===== config.mk =====
export PLATFORM = sky130hd
export DESIGN_NAME = inst_fetch
export DESIGN_NICKNAME = d
export VERILOG_FILES = /design/src/rtl/inst_fetch.sv
export SDC_FILE = /design/constraint.sdc
export NUM_CORES = 1
export LEC_CHECK = 0
export ABC_AREA = 1
export BUFFER_PORTS_ARGS = -buffer_cell sky130_fd_sc_hd__buf_2
export CAP_MARGIN = 20
export CORE_MARGIN = 2
export CORE_UTILIZATION = 53
export CTS_BUF_LIST = sky130_fd_sc_hd__clkbuf_2 sky130_fd_sc_hd__clkbuf_4 sky130_fd_sc_hd__clkbuf_8
export DETAILED_ROUTE_END_ITERATION = 8
export PLACE_DENSITY = 0.8
export SYNTH_ARGS = -nofsm -noshare
export SYNTH_HDL_FRONTEND = slang
export SYNTH_SLANG_ARGS = --single-unit

===== constraint.sdc =====
create_clock -name clk -period 2.6 [get_ports clk]
set_input_delay 0.13 -clock clk [delete_from_list [all_inputs] [get_ports clk]]
set_output_delay 0.13 -clock clk [all_outputs]
set_load 0.02 [all_outputs]

===== src/rtl/inst_fetch.sv =====
// Byte-serial instruction fetch: assembles 32-bit words from four 1-byte memory reads.
// Define ICACHE_EN to add a 32-entry direct-mapped instruction cache in front of memory.
module inst_fetch (
    input  logic        clk,
    input  logic        rst,
    input  logic        stall_i,
    input  logic        branch_flag_i,
    input  logic [31:0] branch_target_i,
    output logic        mem_req_o,
    output logic [31:0] mem_addr_o,
    input  logic        mem_gnt_i,
    input  logic [7:0]  mem_din_i,
    output logic [31:0] pc_o,
    output logic [31:0] inst_o,
    output logic        inst_valid_o
);

    typedef enum logic [1:0] {StIdle, StReq, StWait, StDone} state_t;

    state_t      state_q, state_d;
    logic [31:0] fetch_pc_q, fetch_pc_d;
    logic [1:0]  issue_q, issue_d;
    logic [1:0]  recv_q, recv_d;
    logic [31:0] inst_q, inst_d;
    logic        gnt_q;
    logic        capture;

    // A byte is only accepted while a fetch is live; aborts and resets drop it.
    assign capture = gnt_q && !branch_flag_i && (state_q == StReq || state_q == StWait);

`ifdef ICACHE_EN
    logic [31:0] cache_data  [32];
    logic [24:0] cache_tag   [32];
    logic [31:0] cache_valid;
    logic [4:0]  cache_idx;
    logic        cache_hit;
    logic        cache_fill;

    assign cache_idx  = fetch_pc_q[6:2];
    assign cache_hit  = cache_valid[cache_idx] && (cache_tag[cache_idx] == fetch_pc_q[31:7]);
    assign cache_fill = (state_q == StWait) && capture && (recv_q == 2'd3);

    always_ff @(posedge clk) begin
        if (rst) begin
            cache_valid <= '0;
        end else if (cache_fill) begin
            cache_valid[cache_idx] <= 1'b1;
        end
    end

    always_ff @(posedge clk) begin
        if (cache_fill) begin
            cache_data[cache_idx] <= {mem_din_i, inst_q[23:0]};
            cache_tag[cache_idx]  <= fetch_pc_q[31:7];
        end
    end
`endif

    always_comb begin
        state_d      = state_q;
        fetch_pc_d   = fetch_pc_q;
        issue_d      = issue_q;
        recv_d       = recv_q;
        inst_d       = inst_q;
        mem_req_o    = 1'b0;
        mem_addr_o   = 32'd0;
        inst_valid_o = 1'b0;

        if (capture) begin
            inst_d[{recv_q, 3'b000} +: 8] = mem_din_i;
            recv_d = recv_q + 2'd1;
        end

        unique case (state_q)
            StIdle: begin
                if (!stall_i) begin
`ifdef ICACHE_EN
                    if (cache_hit) begin
                        state_d = StDone;
                        inst_d  = cache_data[cache_idx];
                    end else
`endif
                    begin
                        state_d = StReq;
                        issue_d = 2'd0;
                        recv_d  = 2'd0;
                    end
                end
            end
            StReq: begin
                mem_req_o  = 1'b1;
                mem_addr_o = fetch_pc_q + {30'd0, issue_q};
                if (mem_gnt_i) begin
                    issue_d = issue_q + 2'd1;
                    if (issue_q == 2'd3) begin
                        state_d = StWait;
                    end
                end
            end
            StWait: begin
                if (capture && recv_q == 2'd3) begin
                    state_d = StDone;
                end
            end
            StDone: begin
                if (!stall_i) begin
                    inst_valid_o = 1'b1;
                    fetch_pc_d   = fetch_pc_q + 32'd4;
                    state_d      = StIdle;
                end
            end
        endcase

        // Redirect overrides everything, including a delivery in the same cycle.
        if (branch_flag_i) begin
            state_d      = StIdle;
            fetch_pc_d   = branch_target_i;
            issue_d      = 2'd0;
            recv_d       = 2'd0;
            inst_d       = 32'd0;
            mem_req_o    = 1'b0;
            inst_valid_o = 1'b0;
        end
    end

    always_ff @(posedge clk) begin
        if (rst) begin
            state_q    <= StIdle;
            fetch_pc_q <= 32'd0;
            issue_q    <= 2'd0;
            recv_q     <= 2'd0;
            inst_q     <= 32'd0;
            gnt_q      <= 1'b0;
        end else begin
            state_q    <= state_d;
            fetch_pc_q <= fetch_pc_d;
            issue_q    <= issue_d;
            recv_q     <= recv_d;
            inst_q     <= inst_d;
            gnt_q      <= mem_req_o && mem_gnt_i;
        end
    end

    assign pc_o   = fetch_pc_q;
    assign inst_o = inst_q;

endmodule


==> reports/qor.csv <==
stage;metric;value;unit
final_layout;layout_common_cells;167 x nand2_1, 142 x buf_2, 89 x nor2_1, 77 x a21oi_1, 71 x dfxtp_1;
flow_run;cap_violations;0;
synthesis;synth_top_cells_by_area;dfxtp_1 32%, nand2_1 14%, a21oi_1 8.9%;
placement;place.gp.congestion;0.990;
sta;rsz0062_at_grt;true;
final_layout;final_cells;942;
clocking;cts_buffers;9;
synthesis;synth_top_area_share;0.324;
route;drt_first_pass_iters;5;
route;ant_nets;0;
sta;finalSetupViolations;0;
clocking;cts_tree;built;
sta;slew_headroom;0.512;
power_and_ir_drop;p_per_area;452;nW/um^2
synthesis;synth-edff-count;0;
power_and_ir_drop;peakVddDrop;0.369;mV
global_route;grt_overflow;0;
sta;slew_violations;0;
sta;tightest_slew;0.732;ns
final_layout;utilization;0.667;
global_route;grt_pass1_wl;22400;um
sta;max_freq;0.403;GHz
floorplanning;ioPinCount;143;
sta;fin_skew;0.0111;ns
synthesis;synth_top_cell_by_area;dfxtp_1;
critical_path;startpoint_type;flop;
final_layout;n_fill_cell;760;
synthesis;synth.distinct_cells;34;
sta;fin_ws;0.118;ns
critical_path;worstRegToRegCells;8;
final_layout;nets;891;
placement;dp_hpwl;10800;um
min_path;min_from;mem_gnt_i;
floorplanning;core_region_area;8130;sq um
global_route;grt_pass1_vias;4621;
sta;min_period;2.48;ns
synthesis;syn_avg_cell_area;6.32;sq um
critical_path;crit_required;2.47;ns
placement;dp_slack;0.385;ns
global_route;grt_usage;0.318;
critical_path;worstSetupEndpointType;primary output;
final_layout;syn_to_final_growth;23.5;%
critical_path;crit_fanout;5;
floorplanning;core.rowCount;33;
power_and_ir_drop;finalPower;2.45;mW
min_path;whs_path_depth;3;
synthesis;synthCells;694;
global_route;grt_max_degree;31;
synthesis;syn_area;4390;sq um
sta;post-route-period-util;0.954;
power_and_ir_drop;p_leak;2.46;nW
final_layout;multiInputGateArea;2620;sq um
clocking;ctsHtreeMaxLevel;3;
synthesis;ys_warn_count;0;
clocking;clock_sinks;71;
route;remaining_drc_errors;0;
route;vias;5173;
synthesis;postSynthNetCount;753;
route;wirelength;14300;um
sta;whs;0.0279;ns
floorplanning;die_w;95;um
final_layout;regArea;1420;sq um
synthesis;async_flop_share;0;
route;viasPerCell;5.49;
placement;io_buffers;142;
final_layout;final_common_cell;nand2_1;
clocking;clock-root-buffer;clkbuf_8;
placement;dp_cells;924;
sta;hold_viol_final;0;
min_path;worstHoldEndpoint;gnt_q;
route;routedWlPerCell;15.2;um
status;status;completed;
clocking;clk_pin_slew;0.07;ns
floorplanning;initial_core_util;0.540;
final_layout;n_antenna_cell;0;
min_path;hp-class;in2reg;
critical_path;r2r-end;inst_o[13];
synthesis;yosysSeqAreaShare;0.324;
final_layout;drive_gt1_frac;0.216;
global_route;antenna_found_initial;0;
route;drtIter0Drc;415;
critical_path;r2r_start;recv_q[0];
clocking;insertion_delay;0.35;ns
critical_path;reg2reg_slack;0.33;ns
floorplanning;die-area;9030;sq um
floorplanning;die_h;95;um
synthesis;synth-seq-cells;71;
critical_path;critPathArrivalTime;2.35;ns
clocking;cts_buffer_depth;2;
critical_path;criticalPathCategory;reg2out;
synthesis;yosys_most_used_dff;dfxtp_1;
==> flip-flops by register name (all words and copies together) (netlist names) <==
name     flops
inst_o      32
pc_o        32
issue_q      2
recv_q       2
state_q      2
gnt_q        1
==> timing repair <==
action	CTS	global route
gates resized for setup	0	7
hold buffers	2	0
hold endpoints to repair	2	0
endpoints found under the setup margin	0	7
buffers inserted	0	0
==> per-stage QoR <==
| step | TNS (ns) | instance area (sq um) |
|---|---|---|
| after global placement | 0 | 5180 |
| after floorplan | 0 | 4390 |
| after global routing | -0.0295 | 5420 |
| after detailed placement | 0 | 5180 |
| final | 0 | 5420 |
| after CTS | 0 | 5400 |
==> worst max path at each step <==
stage                          end  slack [ns]  cells after the start       start
floorplan           mem_addr_o[16]        0.52                      9     pc_o[0]
global placement    mem_addr_o[16]        0.51                      9  issue_q[0]
detailed placement      inst_o[13]        0.39                      8   recv_q[0]
CTS                 mem_addr_o[24]        0.06                      9  issue_q[0]
global route        mem_addr_o[28]       -0.02                     10  issue_q[0]
finish              mem_addr_o[26]        0.12                     10  issue_q[0]
==> kinds of logic after synthesis <==
family / after synthesis / share of synthesized area
flops: 71 / 0.324
simple gates: 337 / 0.322
fa+ha+maj: 14 / 0.0416
xor+xnor: 18 / 0.0359
buf+inv: 95 / 0.0838
compound gates: 159 / 0.193
==> Yosys cell counts, types with 2 or more instances <==
master,instances
o211a_1,4
o21ai_0,62
ha_1,13
clkbuf_1,14
or3_1,4
nand2_1,168
nor3_1,10
a21oi_1,78
buf_2,8
dfxtp_1,71
nand4_1,8
nor2_1,91
inv_2,3
nor2_4,4
o21a_1,2
a31oi_1,8
xor2_1,16
xnor2_1,2
inv_1,67
nand3_1,47
==> critical path, cell delays in order, from the launching register on <==
cell     delay [ns]
dfxtp_1        0.39
ha_1           0.20
fa_2           0.27
nand2_1        0.12
nor2_4         0.15
nand2_2        0.11
nor2_1         0.22
nand2_1        0.10
o21ai_0        0.18
a21oi_1        0.09
buf_2          0.17
==> routing by layer <==
| layer | global-route usage | vias up | share of wire |
|---|---|---|---|
| met4 | 0.116 | 0 | 0.020 |
| met2 | 0.488 | 257 | 0.44 |
| met1 | 0.446 | 2334 | 0.45 |
| met3 | 0.0567 | 26 | 0.094 |
| li1 | - | 2556 | - |
| met5 | 0 | - | 0 |
==> where the power goes <==
group	total [mW]	leakage, nW	internal [mW]	switching [mW]
clock	0.914	0.0925	0.459	0.456
sequential	1.17	0.579	1.12	0.0526
combinational	0.366	1.79	0.127	0.239
==> final cells by class <==
type                       instances  area share
clock inverter                     6      0.0129
sequential                        71       0.262
tap                              105      0.0242
clock buffer                      10      0.0242
inverter                          71      0.0492
multi-input combinational        528       0.483
timing repair buffer             151       0.144
Power figures use the tool's default switching activity.
